--- config.mk ---
export PLATFORM = sky130hd
export DESIGN_NAME = mem_stage
export DESIGN_NICKNAME = d
export VERILOG_FILES = /design/src/rtl/mem_stage.sv
export SDC_FILE = /design/constraint.sdc
export NUM_CORES = 1
export LEC_CHECK = 0
export CAP_MARGIN = 20
export CORE_MARGIN = 4
export CORE_UTILIZATION = 30
export CTS_CLUSTER_DIAMETER = 50
export DETAILED_ROUTE_END_ITERATION = 8
export PLACE_DENSITY = 0.56
export SLEW_MARGIN = 20
export SYNTH_ARGS = -nofsm -noshare
export SYNTH_HDL_FRONTEND = slang
export SYNTH_SLANG_ARGS = --single-unit
--- constraint.sdc ---
create_clock -name I_clk -period 1.95 [get_ports I_clk]
set_input_delay 0.195 -clock I_clk [delete_from_list [all_inputs] [get_ports I_clk]]
set_output_delay 0.195 -clock I_clk [all_outputs]
set_load 0.05 [all_outputs]
--- src/rtl/mem_stage.sv ---
// mem_stage: memory-access stage between ALU and writeback.
// Moves 0, 1 or 2 bytes over a byte-wide req/ack bus.
module mem_stage (
  input  logic        I_clk,
  input  logic        I_reset_n,
  input  logic        I_enable,
  input  logic [15:0] I_alu_out,
  input  logic [15:0] I_store_data,
  input  logic        I_write_rD,
  input  logic        I_write_pc,
  input  logic [1:0]  I_memory_mode,
  input  logic [1:0]  I_memory_size,
  output logic        O_mem_req,
  output logic        O_mem_we,
  output logic [15:0] O_mem_addr,
  output logic [7:0]  O_mem_wdata,
  input  logic [7:0]  I_mem_rdata,
  input  logic        I_mem_ack,
  output logic [15:0] O_result,
  output logic        O_write_rD,
  output logic        O_write_pc,
  output logic        O_done,
  output logic        O_busy
);

  localparam logic [1:0] MEM_NOP   = 2'd0;
  localparam logic [1:0] MEM_READ  = 2'd1;
  localparam logic [1:0] MEM_WRITE = 2'd2;

  typedef enum logic [1:0] {
    S_IDLE,
    S_XLO,
    S_XHI,
    S_DONE
  } state_e;

  state_e      state_q, state_d;
  logic [15:0] addr_q, addr_d;
  logic [15:0] sdata_q, sdata_d;
  logic [15:0] res_q, res_d;
  logic        rd_q, rd_d;
  logic        wr_q, wr_d;
  logic        sz2_q, sz2_d;
  logic        wrd_q, wrd_d;
  logic        wpc_q, wpc_d;
  logic        in_rd, in_wr;

  assign in_rd = (I_memory_mode == MEM_READ);
  assign in_wr = (I_memory_mode == MEM_WRITE);

  always_comb begin
    state_d = state_q;
    addr_d  = addr_q;
    sdata_d = sdata_q;
    res_d   = res_q;
    rd_d    = rd_q;
    wr_d    = wr_q;
    sz2_d   = sz2_q;
    wrd_d   = wrd_q;
    wpc_d   = wpc_q;
    unique case (state_q)
      S_IDLE: begin
        if (I_enable) begin
          addr_d  = I_alu_out;
          sdata_d = I_store_data;
          rd_d    = in_rd;
          wr_d    = in_wr;
          sz2_d   = (I_memory_size == 2'd2);
          wrd_d   = I_write_rD & ~in_wr;
          wpc_d   = I_write_pc & ~in_wr;
          // reads build the result from zero; others pass alu_out
          res_d   = in_rd ? 16'h0000 : I_alu_out;
          state_d = (in_rd | in_wr) ? S_XLO : S_DONE;
        end
      end
      S_XLO: begin
        if (I_mem_ack) begin
          if (rd_q) res_d[7:0] = I_mem_rdata;
          state_d = sz2_q ? S_XHI : S_DONE;
        end
      end
      S_XHI: begin
        if (I_mem_ack) begin
          if (rd_q) res_d[15:8] = I_mem_rdata;
          state_d = S_DONE;
        end
      end
      S_DONE:  state_d = S_IDLE;
      default: state_d = S_IDLE;
    endcase
  end

  always_ff @(posedge I_clk or negedge I_reset_n) begin
    if (!I_reset_n) begin
      state_q <= S_IDLE;
      addr_q  <= 16'h0000;
      sdata_q <= 16'h0000;
      res_q   <= 16'h0000;
      rd_q    <= 1'b0;
      wr_q    <= 1'b0;
      sz2_q   <= 1'b0;
      wrd_q   <= 1'b0;
      wpc_q   <= 1'b0;
    end else begin
      state_q <= state_d;
      addr_q  <= addr_d;
      sdata_q <= sdata_d;
      res_q   <= res_d;
      rd_q    <= rd_d;
      wr_q    <= wr_d;
      sz2_q   <= sz2_d;
      wrd_q   <= wrd_d;
      wpc_q   <= wpc_d;
    end
  end

  logic lo, hi, done;
  assign lo   = (state_q == S_XLO);
  assign hi   = (state_q == S_XHI);
  assign done = (state_q == S_DONE);

  assign O_mem_req   = lo | hi;
  assign O_mem_we    = (lo | hi) & wr_q;
  assign O_mem_addr  = hi ? (addr_q + 16'd1)
                     : (lo ? addr_q : 16'h0000);
  assign O_mem_wdata = hi ? sdata_q[15:8]
                     : (lo ? sdata_q[7:0] : 8'h00);

  // writeback bundle is only driven while the done strobe is up
  assign O_result   = done ? res_q : 16'h0000;
  assign O_write_rD = done & wrd_q;
  assign O_write_pc = done & wpc_q;
  assign O_done     = done;
  assign O_busy     = (state_q != S_IDLE);

endmodule

==> results.py, run 1 <==
metrics = {
    "timing": {
        "setup_tns_ps": -1201,
        "slew_violations": 0,
        "fmax_mhz": 477.0,
        "worstMarginPinSlew_ps": 534.1,
        "setup_viol": 16,
        "whs_ps": 410.7,
        "finClkSkew_ps": 9.198,
        "setup_ws_ps": -146.5,
        "worst_slew_margin_rel": 0.6439,
        "period_minus_slack_ps": 2096,
        "report.final.hold_viol_count": 0,
        "fin_crit_sh": 1.075,
        "rsz0062_at_grt": "yes",
    },
    "worst_setup_path": {
        "crit_arrival_ps": 1900,
        "critPathKind": "reg -> out",
        "crit_fanout": 5,
        "cp-end-kind": "primary output",
        "crit_path_start_kind": "flop",
        "required_ps": 1750,
    },
    "placed_design": {
        "port_buffers": 95,
        "routabilityCongestion": 0.8736,
        "hpwl_microns": 6676,
        "dp_cells": 502,
    },
    "yosys": {
        "synth-async-reset-ratio": 1.000,
        "yosysSeqAreaShare": 0.4711,
        "synth-edff-count": 0,
        "avgSynthCellArea_sq_um": 10.66,
        "synth_nets": 331,
        "ys_ff_latch": 55,
        "synth.distinct_cells": 33,
        "synthFlopType": "dfrtp_1",
        "synthCells": 274,
        "syn-cell-area_sq_um": 2922,
        "ys_warn_count": 0,
    },
    "cells_and_area": {
        "multiInputGateArea_sq_um": 1765,
        "fillCellCount": 831,
        "stdcell_count": 520,
        "regArea_sq_um": 1378,
        "fin_nets": 448,
        "drive_gt1_frac": 0.3964,
        "diodes": 0,
        "area_growth_pct": 76.02,
        "finish.utilization": 0.5487,
    },
    "clocking": {
        "insertion_delay_ps": 300,
        "cts.clk_slew.worst_paths_ps": 90,
        "cts_made_buffers": 5,
        "cts_tree": "built",
        "clock_path_buffers": 2,
        "cts.sinks": 55,
        "htree_levels": 2,
        "clockRootBuffer": "clkbuf_8",
    },
    "floorplanning": {
        "die_w_microns": 106.7,
        "row_count": 35,
        "io_pins": 96,
        "die_area_sq_um": 11380,
        "coreArea_sq_um": 9371,
        "start_util": 0.3117,
        "die-height_microns": 106.7,
    },
    "grt": {
        "antenna_found_initial": 0,
        "globalRouteOverflowTotal": 0,
        "grt_start_max_net_pins": 36,
        "grt_pass1_wl_microns": 13630,
        "grt_pass1_vias": 2504,
        "grt_use_total": 0.1509,
    },
    "drt": {
        "wire_per_inst_microns": 16.59,
        "num_vias": 2538,
        "drt-initial-drc-count": 118,
        "wl_microns": 8629,
        "drc": 0,
        "via_per_inst": 4.881,
        "drt_pass1_iterations": 4,
        "drt.antenna.violating_nets": 0,
    },
    "hold_path": {
        "hold_path_class": "in -> async",
    },
    "status": {
        "violations": "negative setup slack",
        "status": "finished with violations",
    },
    "pwr": {
        "ir_worst_vdd_uv": 1312,
        "cellPowerDensity_nw_per_um2": 2083,
        "leakage_nw": 2.143,
    },
    "job": {
        "maxCapViolations": 0,
    },
}
## report_power, final
group,switching (mW),leakage [nW],total [mW],internal [mW]
Combinational,3.94,1.45,7.76,3.82
Clock,0.359,0.0502,0.735,0.376
Sequential,0.487,0.647,2.21,1.72
## timing repair
| action | 4_1_cts | 5_1_grt |
|---|---|---|
| gates cloned | 0 | 2 |
| setup endpoints to repair | 24 | 47 |
| pin swaps | 8 | 7 |
| hold buffers | 1 | 0 |
| gates resized for setup | 23 | 23 |
| buffers inserted | 5 | 4 |
| endpoints found under the hold margin | 20 | 0 |
## placed cells by master (no fill, tap or decap), types with 5 or more instances in the layout
| cell | count |
|---|---|
| nand2_1 | 16 |
| nand3_1 | 8 |
| mux2_2 | 32 |
| nand2b_1 | 6 |
| a21oi_1 | 17 |
| ha_1 | 5 |
| buf_12 | 50 |
| and2_1 | 20 |
| a22o_4 | 9 |
| a22oi_1 | 14 |
| buf_4 | 16 |
| mux2i_4 | 10 |
| dfrtp_1 | 54 |
| inv_1 | 6 |
| nor2_1 | 20 |
| clkdlybuf4s50_1 | 48 |
| clkbuf_8 | 5 |
## Yosys cell counts, types with 7 or more instances
library cell	number	area [sq um]
a21oi_1	17	85.08
a22o_1	12	105.1
a22oi_1	14	105.1
and2_1	20	125.1
buf_2	7	35.03
dfrtp_1	55	1376
ha_1	7	87.58
inv_1	8	30.03
mux2_2	33	371.6
mux2i_1	11	110.1
nand2_1	18	67.56
nand3_1	9	45.04
nor2_1	22	82.58
## registers in the layout (all words and copies together) (netlist names)
signal,flops
wpc_q,1
rd_q,1
addr_q,16
state_q,2
sz2_q,1
sdata_q,16
res_q,16
wr_q,1
wrd_q,1
## layout make-up
cell class / instances / share of cell area
clock buffers: 5 / 0.01338
clock inverters: 2 / 0.007299
repair buffers: 122 / 0.3309
well taps: 129 / 0.03139
multi-input cells: 199 / 0.3433
inverters: 8 / 0.005839
flip-flops and latches: 55 / 0.2679
## path summary, 6_finish.rpt
path / from / end / slack, ps / depth (start not counted)
worst max-delay path: state_q[0] / O_mem_addr[8] / -150 / 8
worst min-delay path: I_reset_n / wr_q / 410 / 2
worst max register to register: state_q[1] / state_q[0] / 40 / 8
worst min register to register: wrd_q / wrd_q / 480 / 2
max in group asynchronous: I_reset_n / state_q[1] / 970 / 3
min in group I_clk: I_write_rD / wrd_q / 460 / 3
## logic make-up after synthesis
logic type | share of synthesized area
AO/OA/AOI/OAI | 0.1332
flip-flops | 0.4711
buffers and inverters | 0.03254
AND/OR/NAND/NOR | 0.1516
adder cells (fa/ha/maj) | 0.02998
multiplexers | 0.1726
XOR/XNOR | 0.008995
## metal layers
metal / vias to the layer above / global-route usage / wire length, microns
met5: - / 0 / 0
met4: 0 / 0.03470 / 103
met3: 8 / 0.04094 / 633
met2: 92 / 0.2446 / 4095
met1: 1244 / 0.2016 / 3798
li1: 1194 / - / -
## metrics by stage
step | power, mW | worst slack [ps] | area (sq um)
after floorplan | 6.119 | -71.82 | 3049
after global placement | 9.363 | 99.62 | 4717
after detailed placement | 9.442 | 43.07 | 4717
after CTS | 10.50 | -163.5 | 4994
after global routing | 11.26 | -248.4 | 5142
final | 10.71 | -146.5 | 5142
## worst max-delay path: stages (launching register included)
cell and delay, ps:
dfrtp_1 400, inv_2 80, ha_4 130, nand4_1 90
buf_6 160, nor2_4 150, nand4_1 190, mux2i_4 250
buf_12 160
(Power assumes the default switching activity.)
==> run 2: changes to the inputs <==
GPL_ROUTABILITY_DRIVEN = 0   (was not set)
PLACE_DENSITY = 0.54   (was 0.56)
==> results.py, run 2 (same netlist as run 1, synthesis figures left out) <==
metrics = {
    "status": {
        "status": "finished with violations",
        "violations": "negative setup slack",
    },
    "worst_setup_path": {
        "crit_arrival_ps": 1980,
        "max_stage_delay_ps": 420,
        "cp-end-kind": "primary output",
        "worst-r2r-setup-slack_ps": 110,
        "reg2regPathDepth": 9,
        "rr_startpoint": "state_q[0]",
        "crit_path_start_kind": "flop",
        "crit_fanout": 5,
        "crit_slowest_cell": "dfrtp_1",
        "reg2reg_to": "state_q[1]",
        "critPathKind": "reg -> out",
        "required_ps": 1750,
        "crit_path_cell_trace": "inv_2 -> ha_4 -> nand4_1 -> buf_6 -> nor2_4 -> and3_4 -> mux2i_4 -> buf_12",
    },
    "timing": {
        "fin_crit_sh": 1.116,
        "rsz0062_at_grt": "yes",
        "finClkSkew_ps": 7.277,
        "worstMarginPinSlew_ps": 526.9,
        "slew_violations": 0,
        "setup_viol": 11,
        "setup_ws_ps": -225.3,
        "report.final.hold_viol_count": 0,
        "period_minus_slack_ps": 2175,
        "worst_slew_margin_rel": 0.6487,
        "fmax_mhz": 459.7,
    },
    "cells_and_area": {
        "fin_area_sq_um": 5246,
        "final_common_cell": "dfrtp_1",
        "stdcell_count": 527,
        "diodes": 0,
        "top_regs": "addr_q (16), res_q (16), sdata_q (16)",
        "fillCellCount": 834,
        "area_growth_pct": 79.57,
        "drive_gt1_frac": 0.4347,
        "fin_nets": 454,
        "final_cell_mix": "53 x dfrtp_1, 52 x buf_12, 48 x clkdlybuf4s50_1, 32 x mux2_2, 21 x nor2_1",
    },
    "clocking": {
        "insertion_delay_ps": 300,
        "cts.sinks": 55,
        "cts.clk_slew.worst_paths_ps": 100,
        "clock_path_buffers": 2,
        "cts_tree": "built",
        "cts_made_buffers": 5,
        "htree_levels": 2,
        "clockRootBuffer": "clkbuf_8",
    },
    "grt": {
        "grt_pass1_wl_microns": 14190,
        "globalRouteOverflowTotal": 0,
        "grt_pass1_vias": 2664,
        "grt_start_max_net_pins": 36,
        "antenna_found_initial": 0,
        "grt_use_total": 0.1560,
    },
    "hold_path": {
        "hold_path_class": "in -> async",
    },
    "drt": {
        "drt_pass1_iterations": 4,
        "drc": 0,
        "num_vias": 2557,
        "wire_per_inst_microns": 17.26,
        "drt-initial-drc-count": 70,
        "via_per_inst": 4.852,
        "wl_microns": 9095,
        "drt.antenna.violating_nets": 0,
    },
    "pwr": {
        "switching_share": 0.4454,
        "p_seq_frac": 0.203,
        "comb_power_share": 0.725,
        "p_sw_mw": 4.883,
        "clkPwrFrac": 0.072,
        "cellPowerDensity_nw_per_um2": 2090,
        "p_int_mw": 6.080,
        "leakage_nw": 2.172,
        "ir_worst_vdd_uv": 1572,
    },
    "placed_design": {
        "dpl_cell_area_sq_um": 4730,
        "port_buffers": 95,
        "dp_cells": 502,
        "hpwl_microns": 6773,
    },
    "job": {
        "maxCapViolations": 0,
    },
    "floorplanning": {
        "die-height_microns": 106.7,
        "io_pins": 96,
        "start_util": 0.3117,
        "die_w_microns": 106.7,
        "row_count": 35,
        "coreArea_sq_um": 9371,
        "die_area_sq_um": 11380,
    },
}
## run 2: repair_timing
| action | CTS | global route |
|---|---|---|
| gates resized for setup | 32 | 22 |
| cloned | 1 | 1 |
| hold endpoints to repair | 20 | 0 |
| endpoints found under the setup margin | 24 | 70 |
| hold buffers | 1 | 0 |
| buffers inserted | 9 | 7 |
| pin swaps | 12 | 6 |
## run 2: layer usage
metal  GRT usage  wire (microns)  up-vias
li1            -               -     1214
met1      0.2068            3942     1246
met2      0.2558            4401       88
met4     0.03288             115        0
met3     0.04275             636        9
met5           0               0        -
## run 2: area by class of cell
type,instances,area (sq um),share of cell area
multi-input combinational,199,1783,0.3399
timing repair buffer,128,1775,0.3384
sequential,55,1379,0.2628
tap,129,161.4,0.03077
clock buffer,6,82.58,0.01574
clock inverter,2,35.03,0.006678
inverter,8,30.03,0.005724
## run 2: per-stage QoR
| stage | worst slack, ps | util | total power [mW] | hold slack, ps | setup TNS (ps) |
|---|---|---|---|---|---|
| detailed placement | -159.5 | 0.5047 | 9.472 | 203.3 | -1680 |
| floorplan | -71.82 | - | 6.119 | -100.6 | -96.41 |
| global placement | -120.4 | 0.5047 | 9.420 | 204.9 | -1228 |
| finish | -225.3 | 0.5598 | 10.96 | 426.2 | -1939 |
| global route | -344.3 | 0.5598 | 11.55 | 435.7 | -3919 |
| CTS | -260.5 | 0.5383 | 10.61 | 424.6 | -1970 |
## run 2: critical path: cells and delay by family (launching register included)
family,cells,cell delay (ps)
flip-flops,1,420
multiplexers,1,250
buffers and inverters,3,410
AND/OR/NAND/NOR,3,450
adder cells (fa/ha/maj),1,150
## run 2: power by group through the flow
stage | Combinational, mW | Clock [mW] | Sequential (mW)
after detailed placement | 7.27 | 0 | 2.21
after global placement | 7.22 | 0 | 2.20
after global routing | 8.36 | 0.877 | 2.31
after floorplan | 4.02 | 0 | 2.10
after CTS | 7.60 | 0.821 | 2.19
final | 7.95 | 0.785 | 2.22
## run 2: how the worst max path moves through the flow
stage / from / to
6_report: state_q[0] / O_mem_addr[7]
5_1_grt: state_q[0] / O_mem_addr[8]
4_1_cts: state_q[0] / O_mem_addr[7]
3_5_place_dp: state_q[0] / O_mem_addr[2]
3_3_place_gp: state_q[0] / O_mem_addr[0]
2_1_floorplan: state_q[0] / O_mem_addr[7]
==> run 3: changes to the inputs <==
SKIP_CTS_REPAIR_TIMING = 1   (was not set)
clock period = 2.55 ns   (was 1.95 ns; I/O delays follow)
==> results.py, run 3 (same netlist as run 1, synthesis figures left out) <==
metrics = {
    "clocking": {
        "insertion_delay_ps": 320,
        "cts.sinks": 55,
        "cts_tree": "built",
        "clock_path_buffers": 2,
        "cts_made_buffers": 5,
        "cts.clk_slew.worst_paths_ps": 100,
        "clockRootBuffer": "clkbuf_8",
        "htree_levels": 2,
    },
    "timing": {
        "slew_violations": 0,
        "finClkSkew_ps": 14.17,
        "worst_slew_margin_rel": 0.6598,
        "whs_ps": 280.6,
        "fmax_mhz": 420.7,
        "period_minus_slack_ps": 2377,
        "rsz0062_at_grt": "no",
        "setup_tns_ps": 0,
        "setup_ws_ps": 172.8,
        "report.final.hold_viol_count": 0,
        "worstMarginPinSlew_ps": 508.7,
        "fin_crit_sh": 0.9322,
        "setup_viol": 0,
    },
    "cells_and_area": {
        "top_regs": "addr_q (16), res_q (16), sdata_q (16)",
        "final_cell_mix": "58 x clkdlybuf4s50_1, 54 x dfrtp_1, 33 x mux2_2, 24 x buf_12, 22 x nor2_1",
        "fillCellCount": 914,
        "diodes": 0,
        "fin_nets": 429,
        "area_growth_pct": 49.72,
        "final_common_cell": "clkdlybuf4s50_1",
        "finish.utilization": 0.4668,
        "drive_gt1_frac": 0.2627,
        "fin_area_sq_um": 4374,
    },
    "placed_design": {
        "hpwl_microns": 6270,
        "dp_slack_ps": 366.8,
        "dpl_cell_area_sq_um": 4227,
        "port_buffers": 95,
    },
    "worst_setup_path": {
        "max_stage_delay_ps": 450,
        "crit_fanout": 6,
        "crit_arrival_ps": 2120,
        "critPathKind": "reg -> out",
        "cp-end-kind": "primary output",
        "crit_path_cell_trace": "inv_1 -> ha_4 -> nand4_1 -> buf_4 -> nor2_4 -> and3_1 -> mux2i_2 -> buf_12",
        "crit_slowest_cell": "dfrtp_2",
        "required_ps": 2300,
        "reg2regPathDepth": 5,
        "crit_path_start_kind": "flop",
    },
    "job": {
        "maxCapViolations": 0,
    },
    "pwr": {
        "leakage_nw": 1.871,
        "cellPowerDensity_nw_per_um2": 1570,
        "ir_worst_vdd_uv": 801.3,
    },
    "drt": {
        "wire_per_inst_microns": 16.14,
        "wl_microns": 8104,
        "drt-initial-drc-count": 93,
        "via_per_inst": 4.731,
        "drc": 0,
        "drt_pass1_iterations": 4,
        "drt.antenna.violating_nets": 0,
        "num_vias": 2375,
    },
    "grt": {
        "grt_start_max_net_pins": 41,
        "grt_use_total": 0.1427,
        "antenna_found_initial": 0,
        "grt_pass1_vias": 2385,
        "grt_pass1_wl_microns": 12610,
        "globalRouteOverflowTotal": 0,
    },
    "floorplanning": {
        "start_util": 0.3117,
        "row_count": 35,
        "coreArea_sq_um": 9371,
        "die_area_sq_um": 11380,
        "die_w_microns": 106.7,
        "die-height_microns": 106.7,
        "io_pins": 96,
    },
    "status": {
        "status": "finished clean",
    },
    "hold_path": {
        "hold_path_class": "in -> async",
    },
}
==> run 3: cell types whose count changed in the layout (fill, tap and decap cells not counted), sizes merged <==
cell and delta:
buf -33, clkdlybuf4s50 +10, clkbuf -2, bufinv -1
clkinvlp +1, inv +1, or2 -1
==> run 3: worst paths after layout <==
| kind | from | endpoint | slack [ps] |
|---|---|---|---|
| hold / removal | I_reset_n | addr_q[13] | 280 |
| setup reg to reg | state_q[1] | sdata_q[7] | 680 |
| setup / recovery | state_q[0] | O_mem_addr[7] | 170 |
| hold reg to reg | wpc_q | wpc_q | 480 |
| max in group asynchronous | I_reset_n | res_q[1] | 1690 |
| min in group I_clk | wpc_q | wpc_q | 480 |
==> run 3: cell type report <==
cell class	count	area [sq um]	share of cell area
multi-input combinational	198	1483	0.3390
timing repair buffer	104	1226	0.2803
inverter	8	30.03	0.006865
tap	129	161.4	0.03690
sequential	55	1378	0.3149
clock buffer	5	68.82	0.01573
clock inverter	3	27.53	0.006293
==> run 3: metal layers <==
layer | vias up | wire length [microns] | track usage
met4 | 0 | 85 | 0.03105
met5 | - | 0 | 0
met2 | 91 | 3658 | 0.2320
met3 | 7 | 739 | 0.05117
li1 | 1153 | - | -
met1 | 1124 | 3620 | 0.1828
==> run 3: per-stage QoR <==
step                      power (mW)  cells
after floorplan                4.494    274
after global placement         6.333    492
after detailed placement       6.372    492
after CTS                      6.903    500
after global routing           7.262    502
final                          6.869    502
==> run 3: report_power, final <==
group          internal [mW]  switching, mW  leakage, nW  total [mW]
Sequential              1.32          0.334        0.647        1.65
Clock                  0.202          0.310       0.0463       0.513
Combinational           2.03           2.68         1.18        4.70
Total                   3.55           3.32         1.87        6.87
==> run 3: worst max-delay path: cells and delay by family, from the launching register on <==
kind	cells	cell delay, ps
AND/OR/NAND/NOR	3	460
buffers and inverters	3	470
adder cells (fa/ha/maj)	1	180
flip-flops	1	450
multiplexers	1	270
==> RTL change: new RTL, settings of run 2 <==
`sdata_q` no longer has a reset.
--- a/src/rtl/mem_stage.sv
+++ b/src/rtl/mem_stage.sv
@@ -94,7 +94,6 @@
     if (!I_reset_n) begin
       state_q <= S_IDLE;
       addr_q  <= 16'h0000;
-      sdata_q <= 16'h0000;
       res_q   <= 16'h0000;
       rd_q    <= 1'b0;
       wr_q    <= 1'b0;
@@ -104,7 +103,6 @@
     end else begin
       state_q <= state_d;
       addr_q  <= addr_d;
-      sdata_q <= sdata_d;
       res_q   <= res_d;
       rd_q    <= rd_d;
       wr_q    <= wr_d;
@@ -112,6 +110,10 @@
       wrd_q   <= wrd_d;
       wpc_q   <= wpc_d;
     end
+  end
+
+  always_ff @(posedge I_clk) begin
+    sdata_q <= sdata_d;
   end
 
   logic lo, hi, done;
Function: same outputs for any inputs over 10 cycles, from zero or initial values and one cycle with I_reset_n low; that may be too few to reach the edited logic, so the function may still have changed.
==> RTL change against run 2 <==
The flow still finishes with violations (negative setup slack). Hold slack improved by 0.0076 ns. Cell area down 4.7%. Clock skew down 0.00069 ns. Utilization fell by 1.8 points. Sequential share of layout area up 3.1 points. Sequential cell count unchanged. Area after synthesis shrank 2.5%. Wire length shrank 5.0%. Power decreased by 8.3%. Worst setup slack better by 0.15 ns. Die area shrank 2.3%. Largest power group unchanged.
==> RTL change: results (changes against run 2) <==
Largest net degree at the start of global routing - 40 (was 36)
DR WL met3 - 621 um (was 636 um)
Post-DP HPWL - 6.58 mm (was 6.77 mm)
Seq cells - 55 (unchanged)
Ranking of synthesized cells by area - dfrtp_1 (34%), edfxtp_1 (17%), mux2_2 (7.5%) (was dfrtp_1 (47%), mux2_2 (13%), and2_1 (4.3%))
Async SR Flop Fraction - 70.9% (was 100%)
Static leakage - 2.03 nW (was 2.17 nW)
XOR/XNOR Fraction of Synth Area - 1.23% (was 0.899%)
Final WS setup - -0.0762 ns (was -0.225 ns)
Syn Area/Cell - 11.0 um2 (was 10.7 um2)
Critical Path Max Stage Delay - 0.40 ns (was 0.42 ns)
M1 wire length - 3.66 mm (was 3.94 mm)
Vias in the first global route - 2593 (was 2664)
Comb_multi_in - 184 (was 199)
Multi-input logic portion of the cell area - 31.0% (was 34.0%)
Placement Cell Area - 4590 um2 (was 4730 um2)
Min-Delay Path Class - in2reg (was in2async)
Met3 Resource Use GR - 5.21% (was 4.27%)
First-pass GRT wire length - 13.7 mm (was 14.2 mm)
Clk power - 0.000671 W (was 0.000785 W)
Switching power - 0.00461 W (was 0.00488 W)
Layout cell share with drive strength beyond 1 - 39.3% (was 43.5%)
Status - finished, violations left (unchanged)
Met1 usage - 19.2% (was 20.7%)
Final wirelength - 8.64 mm (was 9.10 mm)
Bufs w/o clock - 130 (was 128)
Max Fanout on Critical Path - 6 (was 5)
Crit path DAT - 1.83 ns (was 1.98 ns)
Adder-Cell Fraction of Synth Area - 3.07% (was 3.00%)
Compound-Gate Fraction of Synth Area - 14.6% (was 13.3%)
Failing checks - negative setup slack (unchanged)
Synthesis-to-finish area growth - 75.6% (was 79.6%)
Placed Cells - 487 (was 502)
Final setup violation count - 5 (was 11)
Worst Max-Slew Pin Slew - 0.520 ns (was 0.527 ns)
Final #Nets - 440 (was 454)
Post-synthesis sequential area ratio - 51.1% (was 47.1%)
Non-clock inverters - 7 (was 8)
Vias per inst - 4.78 (was 4.85)
FF/Latch Area - 1470 um2 (was 1380 um2)
Worst Skew - 0.00658 ns (was 0.00728 ns)
Fill cells - 816 (was 834)
Tot GR Track Use - 15.8% (was 15.6%)
-- RTL change: changes by cell type after synthesis, sizes merged, moves of 3 or more --
cell    delta
dfrtp     -16
edfxtp    +16
mux2      -16
mux2i      -3
nand2      -3
nor2       -3
-- RTL change: worst paths after layout --
| path | depth (start not counted) | slack, ns | from | end |
|---|---|---|---|---|
| worst max-delay path | 7 | -0.08 | state_q[0]$_DFFE_PN0P_ | O_mem_addr[9] |
| worst min-delay path | 1 | 0.43 | I_store_data[0] | sdata_q[0]$_DFFE_PP_ |
| worst max register to register | 7 | 0.15 | state_q[0]$_DFFE_PN0P_ | res_q[1]$_DFFE_PN0P_ |
| worst min register to register | 2 | 0.48 | wpc_q$_DFFE_PN0P_ | wpc_q$_DFFE_PN0P_ |
| max in group asynchronous | 3 | 1.10 | I_reset_n | addr_q[0]$_DFFE_PN0P_ |
| min in group asynchronous | 3 | 0.46 | I_reset_n | addr_q[8]$_DFFE_PN0P_ |
